$ cat src/rtl/mem_port_arbiter_if.sv
// rtl/mem_port_arbiter_if.sv - bus bundle between the cache controllers, main memory and the port arbiter
interface mem_port_arbiter_if #(
  parameter int ADDR_W    = 32,
  parameter int BURST_LEN = 4
);
  localparam int BEAT_W = $clog2(BURST_LEN);

  // I side (read-only line fills)
  logic              i_req;
  logic [ADDR_W-1:0] i_addr;
  logic [31:0]       i_rdata;
  logic              i_rvalid;
  logic              i_done;

  // D side (line fill or writeback)
  logic              d_req;
  logic              d_we;
  logic [ADDR_W-1:0] d_addr;
  logic [31:0]       d_wdata;
  logic              d_wready;
  logic [31:0]       d_rdata;
  logic              d_rvalid;
  logic              d_done;

  // burst position shared by both sides
  logic [BEAT_W-1:0] beat;

  // main memory port
  logic              m_re;
  logic              m_we;
  logic [ADDR_W-1:0] m_addr;
  logic [31:0]       m_data_in;
  logic [31:0]       m_data_out;
  logic              m_valid;

  // arbiter view
  modport slave (
    input  i_req, i_addr, d_req, d_we, d_addr, d_wdata, m_data_out, m_valid,
    output i_rdata, i_rvalid, i_done, d_wready, d_rdata, d_rvalid, d_done,
    output beat, m_re, m_we, m_addr, m_data_in
  );

  // requesters and memory view
  modport master (
    output i_req, i_addr, d_req, d_we, d_addr, d_wdata, m_data_out, m_valid,
    input  i_rdata, i_rvalid, i_done, d_wready, d_rdata, d_rvalid, d_done,
    input  beat, m_re, m_we, m_addr, m_data_in
  );
endinterface

$ cat src/rtl/mem_port_arbiter.sv
// rtl/mem_port_arbiter.sv - round-robin burst sequencer sharing main memory between I and D cache controllers
module mem_port_arbiter #(
  parameter int BURST_LEN = 4,
  parameter int ADDR_W    = 32
) (
  input  logic               clk_i,
  input  logic               rst_n_i,
  mem_port_arbiter_if.slave  bus
);
  localparam int BEAT_W = $clog2(BURST_LEN);
  localparam logic [ADDR_W-1:0] LINE_MASK = ADDR_W'(BURST_LEN * 4 - 1);
  localparam logic [BEAT_W-1:0] LAST_BEAT = BEAT_W'(BURST_LEN - 1);
  localparam logic OWN_I = 1'b0;
  localparam logic OWN_D = 1'b1;

  typedef enum logic [1:0] {
    ST_IDLE,
    ST_BUSY,
    ST_RELEASE
  } state_t;

  state_t            state_q, state_d;
  logic              owner_q, owner_d;
  logic              we_q, we_d;
  logic              last_q, last_d;
  logic [ADDR_W-1:0] addr_q, addr_d;
  logic [BEAT_W-1:0] beat_q, beat_d;
  logic              take_i, take_d;

  // State register; last starts at D so the I side wins the first tie
  always_ff @(posedge clk_i) begin
    if (!rst_n_i) begin
      state_q <= ST_IDLE;
      owner_q <= OWN_I;
      we_q    <= 1'b0;
      last_q  <= OWN_D;
      addr_q  <= '0;
      beat_q  <= '0;
    end else begin
      state_q <= state_d;
      owner_q <= owner_d;
      we_q    <= we_d;
      last_q  <= last_d;
      addr_q  <= addr_d;
      beat_q  <= beat_d;
    end
  end

  // Grant in IDLE only, count beats in BUSY, one RELEASE cycle carries DONE
  always_comb begin
    state_d = state_q;
    owner_d = owner_q;
    we_d    = we_q;
    last_d  = last_q;
    addr_d  = addr_q;
    beat_d  = beat_q;
    take_i  = 1'b0;
    take_d  = 1'b0;
    case (state_q)
      ST_IDLE: begin
        take_i = bus.i_req && (!bus.d_req || last_q == OWN_D);
        take_d = bus.d_req && (!bus.i_req || last_q == OWN_I);
        if (take_i) begin
          owner_d = OWN_I;
          we_d    = 1'b0;
          addr_d  = bus.i_addr & ~LINE_MASK;
          last_d  = OWN_I;
          beat_d  = '0;
          state_d = ST_BUSY;
        end else if (take_d) begin
          owner_d = OWN_D;
          we_d    = bus.d_we;
          addr_d  = bus.d_addr & ~LINE_MASK;
          last_d  = OWN_D;
          beat_d  = '0;
          state_d = ST_BUSY;
        end
      end
      ST_BUSY: begin
        if (bus.m_valid) begin
          beat_d = beat_q + 1'b1;
          if (beat_q == LAST_BEAT) begin
            state_d = ST_RELEASE;
          end
        end
      end
      ST_RELEASE: begin
        state_d = ST_IDLE;
      end
      default: begin
        state_d = ST_IDLE;
      end
    endcase
  end

  logic busy;
  logic rd_beat;

  assign busy    = (state_q == ST_BUSY);
  assign rd_beat = busy && !we_q && bus.m_valid;

  assign bus.m_re      = busy && !we_q;
  assign bus.m_we      = busy && we_q;
  assign bus.m_addr    = addr_q;
  assign bus.beat      = beat_q;
  assign bus.m_data_in = (busy && we_q) ? bus.d_wdata : '0;

  assign bus.i_rvalid = rd_beat && (owner_q == OWN_I);
  assign bus.i_rdata  = bus.i_rvalid ? bus.m_data_out : '0;
  assign bus.i_done   = (state_q == ST_RELEASE) && (owner_q == OWN_I);

  assign bus.d_rvalid = rd_beat && (owner_q == OWN_D);
  assign bus.d_rdata  = bus.d_rvalid ? bus.m_data_out : '0;
  assign bus.d_wready = busy && we_q && bus.m_valid;
  assign bus.d_done   = (state_q == ST_RELEASE) && (owner_q == OWN_D);
endmodule

$ cat src/flat_wrapper.sv
// flat-port wrapper written by rule: the top's interface ports become plain ports
module mem_port_arbiter_flat 
#(
  parameter int BURST_LEN = 4,
  parameter int ADDR_W    = 32
)
  (clk_i, rst_n_i, bus_i_req, bus_i_addr, bus_d_req, bus_d_we, bus_d_addr, bus_d_wdata, bus_m_data_out, bus_m_valid, bus_i_rdata, bus_i_rvalid, bus_i_done, bus_d_wready, bus_d_rdata, bus_d_rvalid, bus_d_done, bus_beat, bus_m_re, bus_m_we, bus_m_addr, bus_m_data_in);
  mem_port_arbiter_if #(.ADDR_W(ADDR_W), .BURST_LEN(BURST_LEN)) bus_i ();
  input  logic clk_i;
  input  logic rst_n_i;
  input wire logic [$bits(bus_i.i_req)-1:0] bus_i_req;
  input wire logic [$bits(bus_i.i_addr)-1:0] bus_i_addr;
  input wire logic [$bits(bus_i.d_req)-1:0] bus_d_req;
  input wire logic [$bits(bus_i.d_we)-1:0] bus_d_we;
  input wire logic [$bits(bus_i.d_addr)-1:0] bus_d_addr;
  input wire logic [$bits(bus_i.d_wdata)-1:0] bus_d_wdata;
  input wire logic [$bits(bus_i.m_data_out)-1:0] bus_m_data_out;
  input wire logic [$bits(bus_i.m_valid)-1:0] bus_m_valid;
  output wire logic [$bits(bus_i.i_rdata)-1:0] bus_i_rdata;
  output wire logic [$bits(bus_i.i_rvalid)-1:0] bus_i_rvalid;
  output wire logic [$bits(bus_i.i_done)-1:0] bus_i_done;
  output wire logic [$bits(bus_i.d_wready)-1:0] bus_d_wready;
  output wire logic [$bits(bus_i.d_rdata)-1:0] bus_d_rdata;
  output wire logic [$bits(bus_i.d_rvalid)-1:0] bus_d_rvalid;
  output wire logic [$bits(bus_i.d_done)-1:0] bus_d_done;
  output wire logic [$bits(bus_i.beat)-1:0] bus_beat;
  output wire logic [$bits(bus_i.m_re)-1:0] bus_m_re;
  output wire logic [$bits(bus_i.m_we)-1:0] bus_m_we;
  output wire logic [$bits(bus_i.m_addr)-1:0] bus_m_addr;
  output wire logic [$bits(bus_i.m_data_in)-1:0] bus_m_data_in;
  assign bus_i.i_req = bus_i_req;
  assign bus_i.i_addr = bus_i_addr;
  assign bus_i.d_req = bus_d_req;
  assign bus_i.d_we = bus_d_we;
  assign bus_i.d_addr = bus_d_addr;
  assign bus_i.d_wdata = bus_d_wdata;
  assign bus_i.m_data_out = bus_m_data_out;
  assign bus_i.m_valid = bus_m_valid;
  assign bus_i_rdata = bus_i.i_rdata;
  assign bus_i_rvalid = bus_i.i_rvalid;
  assign bus_i_done = bus_i.i_done;
  assign bus_d_wready = bus_i.d_wready;
  assign bus_d_rdata = bus_i.d_rdata;
  assign bus_d_rvalid = bus_i.d_rvalid;
  assign bus_d_done = bus_i.d_done;
  assign bus_beat = bus_i.beat;
  assign bus_m_re = bus_i.m_re;
  assign bus_m_we = bus_i.m_we;
  assign bus_m_addr = bus_i.m_addr;
  assign bus_m_data_in = bus_i.m_data_in;
  mem_port_arbiter #(.BURST_LEN(BURST_LEN), .ADDR_W(ADDR_W)) u_core (.clk_i(clk_i), .rst_n_i(rst_n_i), .bus(bus_i));
endmodule
$ cat config.mk
export PLATFORM = sky130hd
export DESIGN_NAME = mem_port_arbiter_flat
export DESIGN_NICKNAME = d
export VERILOG_FILES = /design/src/rtl/mem_port_arbiter_if.sv /design/src/rtl/mem_port_arbiter.sv /design/src/flat_wrapper.sv
export SDC_FILE = /design/constraint.sdc
export NUM_CORES = 1
export LEC_CHECK = 0
export ABC_AREA = 1
export CAP_MARGIN = 5
export CORE_AREA = 2 2 106 108
export CTS_BUF_LIST = sky130_fd_sc_hd__clkbuf_4 sky130_fd_sc_hd__clkbuf_8 sky130_fd_sc_hd__clkbuf_16
export DETAILED_ROUTE_END_ITERATION = 12
export DIE_AREA = 0 0 108 110
export GPL_TIMING_DRIVEN = 0
export MAX_ROUTING_LAYER = met4
export PLACE_DENSITY = 0.7
export SLEW_MARGIN = 20
export SYNTH_ARGS = -nofsm -noshare
export SYNTH_HDL_FRONTEND = slang
export SYNTH_SLANG_ARGS = --single-unit
$ cat constraint.sdc
create_clock -name clk_i -period 1.6 [get_ports clk_i]
set_clock_uncertainty 0.1 [all_clocks]
set_input_delay 0.32 -clock clk_i [delete_from_list [all_inputs] [get_ports clk_i]]
set_output_delay 0.32 -clock clk_i [all_outputs]
set_load 0.05 [all_outputs]
==> results.py <==
metrics = {
    "setup_path": {
        "worstSetupEndpointType": "primary output",
        "critPathArrivalTime_ns": 1.62,
        "critPathLaunchType": "flop",
        "critPathKind": "flop to primary output",
        "path_cells": "inv_4, nand2_8, nor2_8, nand3_4, buf_12, buf_16, nor2_4, buf_6",
        "critPathBufInv": 4,
        "reg2reg_slack_ns": 0.09,
        "crit_required_ns": 1.18,
        "critPathSlowestCell": "dfxtp_2",
        "critPathMaxFanout": 5,
        "cp_slowest_stage_delay_ns": 0.34,
        "critical-path-top-delay-family": "buffers and inverters",
    },
    "global_routing": {
        "grt_pass1_vias": 3909,
        "grt_pass1_wl_um": 19070,
        "grt_usage": 0.2083,
        "antenna_found_initial": 0,
        "grt_start_max_net_pins": 11,
        "grt_overflow": 0,
    },
    "cells_and_area": {
        "antenna_cells": 0,
        "drive_gt1_frac": 0.3840,
        "final_nets": 910,
        "area_growth_pct": 166.8,
    },
    "die": {
        "die_x_um": 108,
        "core-area_sq_um": 10700,
        "dieArea_sq_um": 11880,
        "die_h_um": 110,
        "rows": 38,
        "floorplan.initialDensity": 0.2471,
        "pin_count": 271,
    },
    "synth": {
        "async_reset_ff_frac": 0,
        "synth.top_cells.by_area": "dfxtp_1, nor2_1, inv_1, nand2_1, nand3_1",
        "synthTopCellsByCount": "nor2_1, inv_1, nand2_1",
        "synth.yosys.warnings": 0,
        "syn_inst": 476,
        "avgSynthCellArea_sq_um": 5.554,
        "netlist_area_sq_um": 2644,
        "synth_top_area_share": 0.2650,
        "ys_dominant_reg_cell": "dfxtp_1",
        "synth_edf_count": 0,
        "synth_most_common_cell": "nor2_1",
        "synth.distinct_cells": 24,
        "synth.largest_area_cell": "dfxtp_1",
        "synth_seq_cells": 35,
        "yosysSeqAreaShare": 0.2650,
    },
    "sta": {
        "fin_ws_ns": -0.4404,
        "tns_ns": -35.80,
        "setup_violations": 100,
        "min_period_ns": 2.040,
        "fmax_ghz": 0.4901,
        "hold_viol": 0,
        "tightest_slew_ns": 0.5246,
        "rsz0062_at_grt": "true",
        "slew_headroom": 0.6516,
        "finalMaxSlewViolations": 0,
        "min_period_over_period": 1.275,
    },
    "run": {
        "drv_cap": 0,
    },
    "status": {
        "status": "complete, but fails checks",
        "violations": "negative setup slack",
    },
    "pwr": {
        "seqPwrFrac": 0.276,
        "p_comb_frac": 0.548,
        "power_density_nw_per_um2": 526.7,
        "switching_share": 0.4242,
        "clkPwrFrac": 0.175,
        "leakagePower_nw": 3.308,
        "ir_worst_vdd_mv": 0.6368,
        "fin_total_pwr_mw": 3.715,
        "p_int_mw": 2.139,
        "power.switching_mw": 1.576,
    },
    "clock_network": {
        "clock_latency_ns": 0.28,
        "numCtsBuffers": 5,
        "ctsLongestPathBuffers": 2,
        "numClockSinks": 35,
        "cts.clk_slew.worst_paths_ns": 0.07,
        "cts_tree": "yes",
        "cts_hold_buf": 0,
        "htree_num_levels": 2,
        "root_buffer": "clkbuf_8",
    },
    "placement": {
        "dp_slack_ns": -1.170,
        "dp_hpwl_um": 9888,
        "place.gp.congestion": 0.8882,
        "io_buffers": 257,
    },
    "route": {
        "drt-initial-drc-count": 174,
        "firstDrtPassIters": 4,
        "vias": 3978,
        "antenna_left": 0,
        "wl_met2_um": 7073,
        "wl_per_cell_um": 14.35,
        "dr_wl_met3_um": 1097,
        "avgViaCountPerCell": 4.343,
        "top_layer": "met4",
        "drcViolationCount": 0,
        "m1WireLength_um": 4583,
        "drt_wl_total_um": 13150,
    },
    "min_path": {
        "hold_path_class": "flop to flop",
    },
}
placed cells by master, fill, tap and decap left out, types with 4 or more instances in the layout:
cell               n
o21ai_0           22
buf_16             4
buf_8             40
clkbuf_2          12
buf_12            14
clkdlybuf4s50_1  123
clkdlybuf4s15_1   16
clkbuf_8           5
a21oi_1            5
buf_2              4
nor2_1            72
nor2_4            99
conb_1             4
buf_4             21
nand2_1           55
buf_6             73
inv_1            101
nand3_1           39
dfxtp_1           31
dlygate4sd2_1      4
power groups by stage:
stage          Clock (mW)  Sequential [mW]  Combinational [mW]
2_1_floorplan           0             1.34               0.862
3_3_place_gp            0             1.04                1.85
3_5_place_dp            0             1.04                1.87
4_1_cts             0.662             1.02                1.96
5_1_grt             0.704             1.04                2.16
6_report            0.652             1.03                2.04
worst paths after layout:
kind                                                           end  cells after the start                               start
worst max-delay path                               bus_i_rdata[29]                      8      u_core.state_q[1]$_SDFFE_PN0P_
worst min-delay path            u_core.bus.m_addr[18]$_SDFFE_PN0P_                      2  u_core.bus.m_addr[18]$_SDFFE_PN0P_
worst max register to register   u_core.bus.m_addr[4]$_SDFFE_PN0P_                      9      u_core.state_q[1]$_SDFFE_PN0P_
worst min register to register  u_core.bus.m_addr[18]$_SDFFE_PN0P_                      2  u_core.bus.m_addr[18]$_SDFFE_PN0P_
repair_timing:
action                                  CTS  global route
endpoints found under the setup margin  133           155
gates cloned                              4             2
setup buffers                            18            10
pin swaps                                 1             7
resized for setup                       800            86
logic make-up (layout without fill, tap and decap cells):
| group | Yosys count | after routing | share of synthesized area |
|---|---|---|---|
| compound gates | 29 | 29 | 0.05584 |
| fa+ha+maj | 1 | 1 | 0.004732 |
| buf+inv | 134 | 431 | 0.2257 |
| flops | 35 | 35 | 0.2650 |
| other cells | 1 | 4 | 0.001418 |
| simple gates | 276 | 276 | 0.4472 |
registers in the layout (all words and copies together), names as in the netlist:
register / cells
u_core.owner_q: 1
u_core.we_q: 1
u_core.bus.beat: 2
u_core.bus.m_addr: 28
u_core.last_q: 1
u_core.state_q: 2
tightest hold or removal path, delay by kind of cell (launching register included):
family / cells / cell delay [ns]
AO/OA/AOI/OAI: 1 / 0.08
AND/OR/NAND/NOR: 1 / 0.09
flip-flops: 1 / 0.32
final cells by class:
class                      instances  area, sq um
clock inverter                     1        5.005
multi-input combinational        310         2110
fill                             868         3643
buffer                            28        320.3
tap                              140        175.2
timing repair buffer             289         3237
sequential                        35        710.7
inverter                         106        412.9
clock buffer                       7        83.83
metal layers:
metal	global-route usage	vias to the layer above
met3	0.05056	25
met1	0.2156	1777
li1	-	1978
met4	0.06319	0
met5	-	-
met2	0.3908	198
through the flow:
stage	hold WS [ns]	cells	instance area, sq um	utilization
final	0.4222	916	7054	0.6594
after global routing	0.4347	916	7054	0.6594
after CTS	0.3958	906	6814	0.6370
after detailed placement	0.4087	876	6157	0.5756
after global placement	0.3987	876	6157	0.5756
after floorplan	0.3601	479	3410	-
No activity file was read; power rests on OpenSTA's default activity.
